File: config.mk
export PLATFORM = sky130hd
export DESIGN_NAME = pe_result_buffer
export DESIGN_NICKNAME = d
export VERILOG_FILES = /design/src/rtl/pe_result_buffer.sv
export SDC_FILE = /design/constraint.sdc
export NUM_CORES = 1
export LEC_CHECK = 0
export CAP_MARGIN = 10
export CORE_MARGIN = 10
export CORE_UTILIZATION = 54
export CTS_CLUSTER_SIZE = 24
export DETAILED_ROUTE_END_ITERATION = 16
export PLACE_DENSITY = 0.87
export SKIP_CTS_REPAIR_TIMING = 1
export SLEW_MARGIN = 0
export SYNTH_ARGS = -nofsm -noshare
export SYNTH_HDL_FRONTEND = slang
export SYNTH_SLANG_ARGS = --single-unit
File: constraint.sdc
create_clock -name clk_i -period 5.1 [get_ports clk_i]
set_clock_uncertainty 0.05 [all_clocks]
set_input_delay 0.51 -clock clk_i [delete_from_list [all_inputs] [get_ports clk_i]]
set_output_delay 0.51 -clock clk_i [all_outputs]
set_load 0.01 [all_outputs]
File: src/rtl/pe_result_buffer.sv
`default_nettype none
// ============================================================================
// Module  : pe_result_buffer
// Brief   : Per-PE result ring: shift/accumulate across K-tiles, serial drain.
// Revision: 1.0
// ============================================================================
module pe_result_buffer #(
  parameter int WIDTH = 16,
  parameter int DEPTH = 4
) (
  input  logic                         clk_i,
  input  logic                         rst_i,
  input  logic [WIDTH-1:0]             c_i,
  input  logic                         valid_i,
  input  logic                         first_pass_i,
  input  logic                         last_pass_i,
  output logic                         in_ready_o,
  output logic [DEPTH-1:0][WIDTH-1:0]  product_o,
  output logic [WIDTH-1:0]             out_data_o,
  output logic                         out_valid_o,
  input  logic                         out_ready_i,
  output logic                         out_last_o,
  output logic                         overflow_o
);

  localparam int c_cnt_w = (DEPTH > 1) ? $clog2(DEPTH) : 1;
  localparam logic [c_cnt_w-1:0] c_last_idx = c_cnt_w'(DEPTH - 1);

  typedef enum logic [0:0] {
    FILL  = 1'b0,
    DRAIN = 1'b1
  } state_t;

  state_t                      r_state;
  state_t                      w_state_nxt;
  logic [DEPTH-1:0][WIDTH-1:0] r_product;
  logic [c_cnt_w-1:0]          r_cnt;
  logic [c_cnt_w-1:0]          r_rd_idx;
  logic                        r_overflow;

  logic                        w_accept;
  logic                        w_handshake;
  logic                        w_fill_done;
  logic                        w_drain_done;
  logic [WIDTH:0]              w_sum;
  logic                        w_sat_hi;
  logic                        w_sat_lo;
  logic                        w_clamp;
  logic [WIDTH-1:0]            w_sat_val;
  logic [WIDTH-1:0]            w_new_elem;

  assign w_accept     = valid_i && (r_state == FILL);
  assign w_handshake  = (r_state == DRAIN) && out_ready_i;
  assign w_fill_done  = w_accept && (r_cnt == c_last_idx) && last_pass_i;
  assign w_drain_done = w_handshake && (r_rd_idx == '0);

  // Sign-extended add: the top two bits disagree exactly when the result overflows.
  assign w_sum      = {c_i[WIDTH-1], c_i} + {r_product[DEPTH-1][WIDTH-1], r_product[DEPTH-1]};
  assign w_sat_hi   = ~w_sum[WIDTH] &  w_sum[WIDTH-1];
  assign w_sat_lo   =  w_sum[WIDTH] & ~w_sum[WIDTH-1];
  assign w_sat_val  = w_sat_hi ? {1'b0, {(WIDTH-1){1'b1}}} :
                      w_sat_lo ? {1'b1, {(WIDTH-1){1'b0}}} : w_sum[WIDTH-1:0];
  assign w_new_elem = first_pass_i ? c_i : w_sat_val;
  assign w_clamp    = w_accept && !first_pass_i && (w_sat_hi || w_sat_lo);

  always_ff @(posedge clk_i or posedge rst_i) begin
    if (rst_i) begin
      r_state <= FILL;
    end else begin
      r_state <= w_state_nxt;
    end
  end

  always_comb begin
    w_state_nxt = r_state;
    case (r_state)
      FILL:    if (w_fill_done)  w_state_nxt = DRAIN;
      DRAIN:   if (w_drain_done) w_state_nxt = FILL;
      default: w_state_nxt = FILL;
    endcase
  end

  // The oldest entry feeds the adder, so each element meets its own partial sum.
  always_ff @(posedge clk_i or posedge rst_i) begin
    if (rst_i) begin
      r_product  <= '0;
      r_cnt      <= '0;
      r_rd_idx   <= c_last_idx;
      r_overflow <= 1'b0;
    end else begin
      if (w_accept) begin
        r_product <= {r_product[DEPTH-2:0], w_new_elem};
        r_cnt     <= (r_cnt == c_last_idx) ? '0 : r_cnt + c_cnt_w'(1);
      end

      if (w_fill_done || w_drain_done) begin
        r_rd_idx <= c_last_idx;
      end else if (w_handshake) begin
        r_rd_idx <= r_rd_idx - c_cnt_w'(1);
      end

      if (w_drain_done) begin
        r_overflow <= 1'b0;
      end else if (w_clamp) begin
        r_overflow <= 1'b1;
      end
    end
  end

  assign in_ready_o  = (r_state == FILL);
  assign out_valid_o = (r_state == DRAIN);
  assign out_data_o  = (r_state == DRAIN) ? r_product[r_rd_idx] : '0;
  assign out_last_o  = (r_state == DRAIN) && (r_rd_idx == '0);
  assign product_o   = r_product;
  assign overflow_o  = r_overflow;

endmodule
`default_nettype wire

Word level (Yosys, flattened, before mapping). Cells that the tools add are included. Widths: inputs -> output; s select.

Register bits: 70.

Eq/ne operators: 1. Bitwise operators: 5. Mux-type cells: 14. Add/sub/neg operators: 3. Reductions and logical operators: 14. $lt $le $gt $ge: 1.

Operators by type and width (number): $mux 16 (5); $bmux 16 s2 (1); $add 16x16->17 (1); $logic_and 1x1->1 (8); $mux 2 (3); $mux 1 (4); $reduce_bool 2->1 (2); $lt 2x3->1 const B (1); $not 1->1 (3); $add 2x1->2 const B (1); $and 1x1->1 (2); $eq 2x2->1 const B (1); $logic_not 2->1 (1); $logic_or 1x1->1 (2); $pmux 1 s2 (1); $sub 2x1->2 const B (1); $logic_not 1->1 (1).

Longest topological paths before layout.
Depth in word-level cells: 7. Gate-level depth with buffers: 15.

Worst setup path after synthesis. OpenSTA, ideal clock, no wires.

Path type: input port to flip-flop. Start point: input c_i[1]. End point: register r_product (netlist bit product_o[11]). Stages on the path: 14. Arrival: 3.084 ns. Path slack: 1.835 ns. Library setup time: 0.131 ns. Data required time: 4.919 ns. Cell sequence: ha_1 -> a21o_1 -> and4_2 -> o21ai_1 -> a21oi_1 -> and2_1 -> or3_1 -> ha_1 -> nor2b_1 -> clkbuf_1 -> a21oi_1 -> nor2_1 -> a2111oi_0 -> nand2_1.

Cells in the longest elaborated chain, start to end: 6. Elaborated cells between the ends (all ways): 8.

RTL lines: from (decl) (RTL line 13) `input logic [WIDTH-1:0] c_i,`; $add 16x16->17 * (RTL line 58) `assign w_sum = {c_i[WIDTH-1], c_i} + {r_product[DEPTH-1][WIDTH-1], r_product[DEPTH-1]};`; $not 1->1 (RTL line 60) `assign w_sat_lo = w_sum[WIDTH] & ~w_sum[WIDTH-1];`; $and 1x1->1 (RTL line 60); $mux 16 (RTL line 62) `w_sat_lo ? {1'b1, {(WIDTH-1){1'b0}}} : w_sum[WIDTH-1:0];`; $mux 16 * (RTL line 61) `assign w_sat_val = w_sat_hi ? {1'b0, {(WIDTH-1){1'b1}}} :`; $mux 16 * (RTL line 63) `assign w_new_elem = first_pass_i ? c_i : w_sat_val;`; to (signal assigned) (RTL line 92) `r_product <= {r_product[DEPTH-2:0], w_new_elem};`; to (decl) (RTL line 36) `logic [DEPTH-1:0][WIDTH-1:0] r_product;`.

Every way passes the cells marked *; elsewhere a longest branch is shown, timed or not. A chain may end at the register's enable or synchronous reset.

Worst setup path after layout. Same ends and word-level chain as after synthesis.

==> flow_metrics.env <==
export IMPL_n_fill_cell=591
export IMPL_synthArstFlopShare=1.000
export IMPL_syn_instance_count=485
export IMPL_htree_levels=3
export IMPL_crit_path_max_fanout=8
export IMPL_dp_hpwl_um=9879
export IMPL_core_um2=7687
export IMPL_end_kind="flop"
export IMPL_clockBufferDepth=2
export IMPL_die_w_um=108.6
export IMPL_pwr_share_seq=0.305
export IMPL_clock_latency_ps=340
export IMPL_drive_gt1_frac=0.08362
export IMPL_die_y_um=108.6
export IMPL_path_class="primary input to flop"
export IMPL_die_area_um2=11790
export IMPL_row_count=32
export IMPL_rsz0062_at_grt="no"
export IMPL_synth_seq_cells=70
export IMPL_synthTopCellsByArea="dfrtp_1 40%, nand2_1 15%, mux4_2 8.5%"
export IMPL_drv_cap=0
export IMPL_sw_frac_of_total=0.4251
export IMPL_p_sw_uw=1687
export IMPL_cts_tree="built"
export IMPL_ys_warn_count=0
export IMPL_synth_seq_area_share=0.4142
export IMPL_gp_congestion=0.9177
export IMPL_final_nets=624
export IMPL_multi_input_area_um2=2346
export IMPL_grt_overflow=0
export IMPL_start_util=0.5509
export IMPL_arrival_ps=4040
export IMPL_min_period_ps=3872
export IMPL_leakagePower_uw=0.002556
export IMPL_root_buffer="clkbuf_8"
export IMPL_yosys_top_cells_count="166 x nand2_1, 68 x dfrtp_1, 30 x a21oi_1"
export IMPL_via_per_inst=5.801
export IMPL_clk_pin_slew_worst_paths_ps=90
export IMPL_start_kind="primary input"
export IMPL_relSlewSlack=0.4087
export IMPL_post_route_period_util=0.7593
export IMPL_avgSynthCellArea_um2=8.733
export IMPL_ioPinCount=106
export IMPL_p_per_area_nw_per_um2=709.5
export IMPL_cts_buffers=9
export IMPL_synth_nets=528
export IMPL_grt_pass1_vias=3994
export IMPL_combPwrFrac=0.561
export IMPL_status="finished clean"
export IMPL_synthFlopType="dfrtp_1"
export IMPL_grt_pass1_wl_um=21500
export IMPL_synth_edff_count=0
export IMPL_ys_types=48
export IMPL_worstPathRequired_ps=5260
export IMPL_dr_pass1_iters=5
export IMPL_drtIter0Drc=280
export IMPL_final_max_slew_viol_count=0
export IMPL_peakVddDrop_uv=427.3
export IMPL_n_antenna_cell=0
export IMPL_worst_pin_slew_ps=884.2
export IMPL_setup_viol=0
export IMPL_synth_top_area_share=0.4018
export IMPL_vias=3991
export IMPL_yosysTopAreaCell="dfrtp_1"
export IMPL_clkSinkCount=70
export IMPL_wl_um=13520
export IMPL_numPortBuffers=105
export IMPL_grtUsageTotal=0.2325
export IMPL_fin_util=0.7275
export IMPL_seq_area_um2=1754
export IMPL_hold_path_class="flop to flop"
export IMPL_yosysMostFrequentCell="nand2_1"
export IMPL_antenna_found_initial=0
export IMPL_finalHoldViolations=0
export IMPL_wl_per_cell_um=19.65
export IMPL_tns_ps=0
export IMPL_p_int_uw=2281
export IMPL_grt_max_degree=41
export IMPL_area_delta_synth_final_pct=32.05
export IMPL_antenna_left=0
export IMPL_clkPwrFrac=0.134
export IMPL_syn_area_um2=4235
export IMPL_drc=0
export IMPL_max_freq_ghz=0.2582
## flip-flops by register name (all words and copies together) (netlist names)
signal and count:
r_rd_idx 2, r_cnt 2, product_o 64, out_valid_o 1
overflow_o 1
## per-layer routing
layer	GRT usage	up-vias	wire length, um
met5	0	-	0
met4	0.06309	0	154
met3	0.03807	9	867
met2	0.3884	135	6821
met1	0.3059	1995	5674
li1	-	1852	-
## path summary, 6_finish.rpt
check	start	end	slack, ps	cells after the start
setup / recovery	c_i[1]	product_o[11]	1230	14
min in group asynchronous	rst_i	product_o[26]	550	2
hold / removal	r_cnt[1]	r_cnt[1]	450	2
hold reg to reg	r_cnt[1]	r_cnt[1]	450	2
setup reg to reg	product_o[49]	product_o[11]	1420	13
max in group asynchronous	rst_i	r_rd_idx[0]	3460	3
## layout by cell type (no fill, tap or decap), types with 5 or more instances in the layout
cell type        instances
o21a_1                   6
nand2_1                166
clkdlybuf4s50_1        105
mux4_2                  16
a31oi_1                  5
nor2_1                  19
o221ai_1                 5
a21oi_1                 30
ha_1                    20
dfrtp_1                 68
inv_1                   13
and2_1                  18
nor3_1                   9
o21ai_0                 23
xnor2_1                  6
nand3_1                  5
clkbuf_8                10
## cells by family (layout without fill, tap and decap cells)
logic type               count (synthesis)  in the layout  synth area share
AND/OR/NAND/NOR                        236            236            0.2411
flip-flops                              70             70            0.4142
adder cells (fa/ha/maj)                 21             21           0.06381
XOR/XNOR                                 8              8           0.01654
AO/OA/AOI/OAI                           93             93            0.1374
multiplexers                            19             19           0.09276
buffers and inverters                   38            139           0.03427
## layout make-up
type / instances / share of cell area
Multi-Input combinational cell: 377 / 0.4195
Sequential cell: 70 / 0.3136
Timing Repair Buffer: 109 / 0.1933
Clock buffer: 10 / 0.02461
Tap cell: 102 / 0.02282
Clock inverter: 6 / 0.01678
Inverter: 14 / 0.009396
## worst max-delay path: stages
cell and delay, ps:
clkdlybuf4s50_1 430, ha_1 290, a21o_1 190, and4_2 260, o21ai_1 220, a21oi_1 160, and2_1 180, or3_1 350
ha_1 280, nor2b_1 270, a21oi_1 250, nor2_1 80, a2111oi_0 430, nand2_1 130
## power groups by stage
stage	logic (uW)	clock network (uW)	registers [uW]
2_1_floorplan	1220	0	1140
3_3_place_gp	2170	0	1200
3_5_place_dp	2220	0	1210
4_1_cts	2240	532	1210
5_1_grt	2420	558	1260
6_report	2230	530	1210
## through the flow
stage          total power (uW)  std cells  cell area (um^2)  setup WS, ps  hold WS [ps]
2_1_floorplan              2362        485              4235          1835         399.8
3_3_place_gp               3361        672              5361          1164         412.4
3_5_place_dp               3429        672              5361         938.6         424.9
4_1_cts                    3979        688              5593          1292         446.7
5_1_grt                    4235        688              5593         992.3         474.2
6_report                   3968        688              5593          1228         446.3
Power figures use the tool's default switching activity.
